$ cat config.mk
export PLATFORM = sky130hd
export DESIGN_NAME = game_actor_mover
export DESIGN_NICKNAME = d
export VERILOG_FILES = /design/src/rtl/game_actor_mover.sv
export SDC_FILE = /design/constraint.sdc
export NUM_CORES = 1
export LEC_CHECK = 0
export CAP_MARGIN = 10
export CORE_UTILIZATION = 58
export DETAILED_ROUTE_END_ITERATION = 7
export DONT_BUFFER_PORTS = 1
export MAX_ROUTING_LAYER = met4
export PLACE_DENSITY = 0.85
export SYNTH_ARGS = -nofsm -noshare
export SYNTH_HDL_FRONTEND = slang
export SYNTH_SLANG_ARGS = --single-unit
$ cat constraint.sdc
create_clock -name clk60 -period 4.1 [get_ports clk60]
set_input_delay 0 -clock clk60 [delete_from_list [all_inputs] [get_ports clk60]]
set_output_delay 0 -clock clk60 [all_outputs]
set_load 0.005 [all_outputs]
$ cat src/rtl/game_actor_mover.sv
// Maze sprite mover: fractional-speed stepping, relative/absolute steering, tunnel wrap, animation.
// Outputs registered on clk60 (tiles combinational); no backpressure, one decision per frame.
module game_actor_mover #(
    parameter int         COORD_W       = 9,
    parameter int         TILE_SHIFT    = 3,
    parameter int         CENTER        = 3,
    parameter int         Y_TILE_OFFSET = 3,
    parameter int         MAZE_W_PX     = 224,
    parameter int         START_X       = 119,
    parameter int         START_Y       = 227,
    parameter logic [1:0] START_DIR     = 2'b00,
    parameter int         SPEED_W       = 8,
    parameter int         ABS_STEER     = 0
) (
    input  logic                          clk60,
    input  logic                          rst_n,
    input  logic                          start,
    input  logic                          pause,
    input  logic                          btn_left,
    input  logic                          btn_right,
    input  logic                          btn_uturn,
    input  logic                          req_valid,
    input  logic [1:0]                    req_dir,
    input  logic [SPEED_W-1:0]            speed,
    input  logic [7:0]                    tile_info,
    output logic [COORD_W-1:0]            xloc,
    output logic [COORD_W-1:0]            yloc,
    output logic [COORD_W-TILE_SHIFT-1:0] xtile,
    output logic [COORD_W-TILE_SHIFT-1:0] ytile,
    output logic [1:0]                    dir,
    output logic [1:0]                    anim_cycle,
    output logic                          moving,
    output logic [1:0]                    state
);
    typedef enum logic [1:0] {S_IDLE = 2'b00, S_RUN = 2'b01, S_PAUSE = 2'b10} state_e;

    localparam logic [COORD_W-1:0]    L_START_X = COORD_W'(START_X);
    localparam logic [COORD_W-1:0]    L_START_Y = COORD_W'(START_Y);
    localparam logic [COORD_W-1:0]    L_X_MAX   = COORD_W'(MAZE_W_PX - 1);
    localparam logic [TILE_SHIFT-1:0] L_CENTER  = TILE_SHIFT'(CENTER);
    localparam logic [COORD_W-TILE_SHIFT-1:0] L_Y_OFS = (COORD_W-TILE_SHIFT)'(Y_TILE_OFFSET);

    state_e               r_state, w_state_nxt;
    logic [COORD_W-1:0]   r_x, r_y, w_x_nxt, w_y_nxt;
    logic [1:0]           r_dir, r_queue, r_anim, w_queue_nxt, w_dir_nxt;
    logic                 r_phase, r_moving;
    logic [SPEED_W-1:0]   r_acc;
    logic [2:0]           r_btn_sync;
    logic [1:0]           r_sr_l, r_sr_r, r_sr_u;
    logic [SPEED_W:0]     w_sum;
    logic                 w_run, w_active, w_step, w_center, w_rev, w_perp, w_move;
    logic                 w_edge_l, w_edge_r, w_edge_u;
    logic [1:0]           w_tile_q, w_tile_d;

    function automatic logic blocked(input logic [1:0] cls);
        return (cls == 2'b00) || (cls == 2'b11);
    endfunction

    function automatic logic [1:0] rot_ccw(input logic [1:0] d);
        case (d)
            2'b00:   return 2'b01;
            2'b01:   return 2'b11;
            2'b11:   return 2'b10;
            default: return 2'b00;
        endcase
    endfunction

    function automatic logic [1:0] rot_cw(input logic [1:0] d);
        case (d)
            2'b00:   return 2'b10;
            2'b10:   return 2'b11;
            2'b11:   return 2'b01;
            default: return 2'b00;
        endcase
    endfunction

    always_comb begin
        w_state_nxt = S_IDLE;
        case (r_state)
            S_IDLE:  w_state_nxt = start ? S_RUN : S_IDLE;
            S_RUN:   w_state_nxt = pause ? S_PAUSE : S_RUN;
            S_PAUSE: w_state_nxt = pause ? S_PAUSE : S_RUN;
            default: w_state_nxt = S_IDLE;
        endcase
    end

    assign w_run    = (r_state == S_RUN);
    assign w_active = (r_state == S_RUN) || (r_state == S_PAUSE);

    // Buttons pass a sync flop before the edge detector
    assign w_edge_l = (ABS_STEER == 0) && (r_sr_l == 2'b01);
    assign w_edge_r = (ABS_STEER == 0) && (r_sr_r == 2'b01);
    assign w_edge_u = (ABS_STEER == 0) && (r_sr_u == 2'b01);

    always_comb begin
        w_queue_nxt = r_queue;
        if (!w_active)
            w_queue_nxt = START_DIR;
        else if (ABS_STEER != 0) begin
            if (req_valid)
                w_queue_nxt = req_dir;
        end else if (w_edge_l)
            w_queue_nxt = rot_ccw(r_dir);
        else if (w_edge_r)
            w_queue_nxt = rot_cw(r_dir);
        else if (w_edge_u)
            w_queue_nxt = ~r_dir;
    end

    assign w_sum     = {1'b0, r_acc} + {1'b0, speed};
    assign w_step    = w_sum[SPEED_W];
    assign w_center  = (r_x[TILE_SHIFT-1:0] == L_CENTER) && (r_y[TILE_SHIFT-1:0] == L_CENTER);
    assign w_tile_q  = tile_info[{r_queue, 1'b0} +: 2];
    assign w_rev     = (r_queue == ~r_dir);
    assign w_perp    = !w_rev && (r_queue != r_dir) && w_center && !blocked(w_tile_q);
    assign w_dir_nxt = (w_rev || w_perp) ? r_queue : r_dir;
    assign w_tile_d  = tile_info[{w_dir_nxt, 1'b0} +: 2];
    // A perpendicular turn consumes the frame; reversals move immediately
    assign w_move    = w_run && w_step && !w_perp && !(w_center && blocked(w_tile_d));

    always_comb begin
        w_x_nxt = r_x;
        w_y_nxt = r_y;
        case (w_dir_nxt)
            2'b00:   w_x_nxt = (r_x == L_X_MAX) ? '0 : r_x + 1'b1;
            2'b11:   w_x_nxt = (r_x == '0) ? L_X_MAX : r_x - 1'b1;
            2'b01:   w_y_nxt = r_y - 1'b1;
            default: w_y_nxt = r_y + 1'b1;
        endcase
    end

    always_ff @(posedge clk60 or negedge rst_n) begin
        if (!rst_n) begin
            r_state    <= S_IDLE;
            r_x        <= L_START_X;
            r_y        <= L_START_Y;
            r_dir      <= START_DIR;
            r_queue    <= START_DIR;
            r_anim     <= 2'd1;
            r_phase    <= 1'b0;
            r_moving   <= 1'b0;
            r_acc      <= '0;
            r_btn_sync <= '0;
            r_sr_l     <= '0;
            r_sr_r     <= '0;
            r_sr_u     <= '0;
        end else begin
            r_state    <= w_state_nxt;
            r_btn_sync <= {btn_uturn, btn_right, btn_left};
            r_sr_l     <= {r_sr_l[0], r_btn_sync[0]};
            r_sr_r     <= {r_sr_r[0], r_btn_sync[1]};
            r_sr_u     <= {r_sr_u[0], r_btn_sync[2]};
            r_queue    <= w_queue_nxt;
            if (w_run) begin
                r_acc    <= w_sum[SPEED_W-1:0];
                r_dir    <= w_dir_nxt;
                r_moving <= w_move;
                if (w_move) begin
                    r_x     <= w_x_nxt;
                    r_y     <= w_y_nxt;
                    r_phase <= ~r_phase;
                    if (r_phase)
                        r_anim <= r_anim + 2'd1;
                end else if (r_anim == 2'd0) begin
                    r_anim <= 2'd1;
                end
            end else if (r_state == S_PAUSE) begin
                r_moving <= 1'b0;
            end else begin
                r_x      <= L_START_X;
                r_y      <= L_START_Y;
                r_dir    <= START_DIR;
                r_acc    <= '0;
                r_anim   <= 2'd1;
                r_phase  <= 1'b0;
                r_moving <= 1'b0;
            end
        end
    end

    assign xloc       = r_x;
    assign yloc       = r_y;
    assign xtile      = r_x[COORD_W-1:TILE_SHIFT];
    assign ytile      = r_y[COORD_W-1:TILE_SHIFT] - L_Y_OFS;
    assign dir        = r_dir;
    assign anim_cycle = r_anim;
    assign moving     = r_moving;
    assign state      = r_state;
endmodule

==> flow_metrics.env <==
export IMPL_leakagePower_nw=1.64
export IMPL_drt_wirelength_per_cell_um=17.3
export IMPL_dieArea_um2=6540
export IMPL_syn_avg_cell_area_um2=8.31
export IMPL_stdcell_count=506
export IMPL_ioPinCount=63
export IMPL_tns_ps=0
export IMPL_fin_nets=479
export IMPL_fp_dieH_um=80.9
export IMPL_gp_congestion=0.882
export IMPL_endpoint_kind="flip-flop"
export IMPL_swShare=0.464
export IMPL_multiInputGateArea_um2=2200
export IMPL_drt_total_wl_um=8740
export IMPL_crit_type="flip-flop to flip-flop"
export IMPL_synth_cells=434
export IMPL_holdCritPathClass="input pin to flip-flop"
export IMPL_worst_pin_slew_ps=800
export IMPL_clk_pin_slew_ps=90
export IMPL_grt_pass1_vias=3173
export IMPL_num_antenna_cells=0
export IMPL_cts_buffers=5
export IMPL_core_um2=5960
export IMPL_ys_flop_type="dfrtp_1"
export IMPL_layout_min_cycle_time_ps=3960
export IMPL_relSlewSlack=0.462
export IMPL_slowest_stage="dfstp_2"
export IMPL_p_switching_mw=1.27
export IMPL_cpPeakStageDelay_ps=600
export IMPL_dr_pass1_iters=6
export IMPL_startpoint="xloc[1]$_DFFE_PN1P_"
export IMPL_n_fill_cell=474
export IMPL_r2r_start="xloc[1]$_DFFE_PN1P_"
export IMPL_min_from="speed[0]"
export IMPL_grt_pass1_wl_um=14700
export IMPL_design_area_um2=3910
export IMPL_outcome="finished, final reports clean"
export IMPL_grt_start_max_net_pins=46
export IMPL_layout_drive_gt1_share=0.125
export IMPL_die_x_um=80.9
export IMPL_seqPwrFrac=0.283
export IMPL_hold_viol_final=0
export IMPL_total_power_mw=2.74
export IMPL_clockBufferDepth=2
export IMPL_globalRouteTotalUtil=0.298
export IMPL_cts_root_buf="clkbuf_8"
export IMPL_dp_hpwl_um=6070
export IMPL_routed_via_density=6.46
export IMPL_num_vias=3269
export IMPL_seq_area_um2=1140
export IMPL_finalCritPeriodShare=0.965
export IMPL_critPathRequiredTime_ps=4290
export IMPL_path_cells="ha_1 > ha_1 > and4b_2 > nand2_1 > a31o_1 > a211oi_4 > inv_2 > ha_4 > xor2_1 > ha_1 > a31oi_1 > o22ai_2 > a21oi_2 > o21ai_0 > a221o_1 > o21a_1 > o311ai_0"
export IMPL_synth_cell_type_count=65
export IMPL_grt_overflow_total=0
export IMPL_intPower_mw=1.47
export IMPL_path_max_fanout=6
export IMPL_power_share_clock=0.150
export IMPL_crit_arrival_ps=4150
export IMPL_ys_warn_count=0
export IMPL_drc_errors=0
export IMPL_clock_skew_ps=11.5
export IMPL_antenna_found_initial=0
export IMPL_cts_tree="yes"
export IMPL_yosysSeqAreaShare=0.316
export IMPL_slew_viol_final=0
export IMPL_async_flop_share=1.00
export IMPL_htree_levels=2
export IMPL_cap_violations=0
export IMPL_ant_nets=0
export IMPL_regToRegSetupSlack_ps=140
export IMPL_fmax_ghz=0.253
export IMPL_synth_nets=483
export IMPL_crit_top_cell="ha_1"
export IMPL_dp_cells=485
export IMPL_ys_ff_latch=45
export IMPL_setup_viol=0
export IMPL_area_growth_pct=8.36
export IMPL_utilization=0.656
export IMPL_initial_core_util=0.605
export IMPL_cts_sinks=45
export IMPL_io_buffers=0
export IMPL_place_area_um2=3600
export IMPL_drtIter0Drc=360
export IMPL_core_rowCount=28
export IMPL_power_density_nw_per_um2=700
export IMPL_synth_cell_area_um2=3610
export IMPL_critPathLaunchType="flip-flop"
export IMPL_clk_latency_ps=310
export IMPL_p_comb_frac=0.566
export IMPL_synth_edf_count=0
export IMPL_vdd_drop_max_mv=0.416
## path summary, 6_finish.rpt
path                                        end  cells past startpoint
min                        r_acc[0]$_DFFE_PN0P_                      3
min in group asynchronous    state[1]$_DFF_PN0_                      2
min reg2reg                 r_sr_r[0]$_DFF_PN0_                      0
max reg2reg                 yloc[8]$_DFFE_PN0P_                     17
max in group asynchronous   xloc[1]$_DFFE_PN1P_                      2
max                         yloc[8]$_DFFE_PN0P_                     17
## state kept, by name (all words and copies together) (netlist names), 2 cells and up
signal      cells
r_sr_l          2
r_sr_u          2
r_sr_r          2
dir             2
anim_cycle      2
r_btn_sync      3
state           2
yloc            9
r_acc           8
xloc            9
r_queue         2
## synthesized netlist by cell type (all sizes together) (7+ instances only)
cell | count | area share
o31ai | 7 | 0.015
o21ai | 36 | 0.050
a21oi | 28 | 0.042
nand2b | 7 | 0.012
o211ai | 7 | 0.015
buf | 13 | 0.027
ha | 22 | 0.076
clkbuf | 21 | 0.022
a211oi | 10 | 0.026
nand2 | 49 | 0.051
xnor2 | 13 | 0.032
nor3 | 8 | 0.011
dfstp | 12 | 0.087
xor2 | 10 | 0.024
inv | 32 | 0.033
dfrtp | 33 | 0.23
nor2 | 27 | 0.028
nand3 | 9 | 0.012
## critical path, delay by kind of cell (launching register included)
kind / cells / cell delay, ps
adders and majority gates: 4 / 800
buffers and inverters: 1 / 100
AOI/OAI and AO/OA: 9 / 1810
xor gates and xnor gates: 1 / 140
and+or+nand+nor: 2 / 370
DFF: 1 / 600
## per-stage QoR
step / setup slack, ps / hold slack [ps]
after floorplan: 2.11 / -296
after global placement: 182 / -294
final: 144 / 6.01
after detailed placement: -42.9 / -294
after global routing: -38.8 / 42.2
after CTS: 56.9 / 7.23
## layout make-up
cell class                 instances  area share
sequential                        45       0.292
clock buffer                       5      0.0176
tap                               75      0.0240
clock inverter                     3      0.0176
multi-input combinational        321       0.562
inverter                          34      0.0327
timing repair buffer              23      0.0538
## cells in the final DEF (no fill, tap or decap), drive strengths merged, types with 8 or more instances in the layout
| cell type | synthesis | routed |
|---|---|---|
| nand3 | 9 | 9 |
| a21oi | 28 | 28 |
| dfrtp | 33 | 33 |
| ha | 22 | 22 |
| nand2 | 49 | 49 |
| dfstp | 12 | 12 |
| nor2 | 27 | 27 |
| buf | 13 | 16 |
| inv | 32 | 33 |
| xor2 | 10 | 10 |
| o21ai | 36 | 36 |
| nor3 | 8 | 8 |
| a211oi | 10 | 10 |
| xnor2 | 13 | 13 |
## cell families (layout without fill, tap and decap cells)
kind of cell,Yosys count,after routing,share of synthesized area
AO/OA/AOI/OAI,144,144,0.283
XOR/XNOR,23,23,0.0559
adder cells (fa/ha/maj),23,23,0.0819
buffers and inverters,68,65,0.0840
flip-flops,45,45,0.316
multiplexers,5,5,0.0160
AND/OR/NAND/NOR,126,126,0.163
## timing repair
item                                    in CTS  in global routing
resized for setup                            3                  6
pin swaps                                    1                  4
hold buffers                                 8                  0
endpoints found under the hold margin       50                  0
buffers inserted                             1                  4
endpoints found under the setup margin       1                  4
gates cloned                                 0                  0
## per-layer routing
metal	track usage	share of wire	vias up	wire [um]
met5	-	0	-	0
met4	0.100	0.015	0	130
met3	0.0539	0.075	16	654
met2	0.502	0.50	163	4340
met1	0.357	0.41	1554	3620
li1	-	-	1536	-
## power by group through the flow
| stage | Clock (mW) | Combinational (mW) | Sequential (mW) |
|---|---|---|---|
| 5_1_grt | 0.431 | 1.72 | 0.804 |
| 6_report | 0.411 | 1.55 | 0.775 |
| 3_5_place_dp | 0 | 1.43 | 0.779 |
| 3_3_place_gp | 0 | 1.37 | 0.767 |
| 4_1_cts | 0.416 | 1.47 | 0.771 |
| 2_1_floorplan | 0 | 1.26 | 0.680 |
Power figures use the tool's default switching activity.
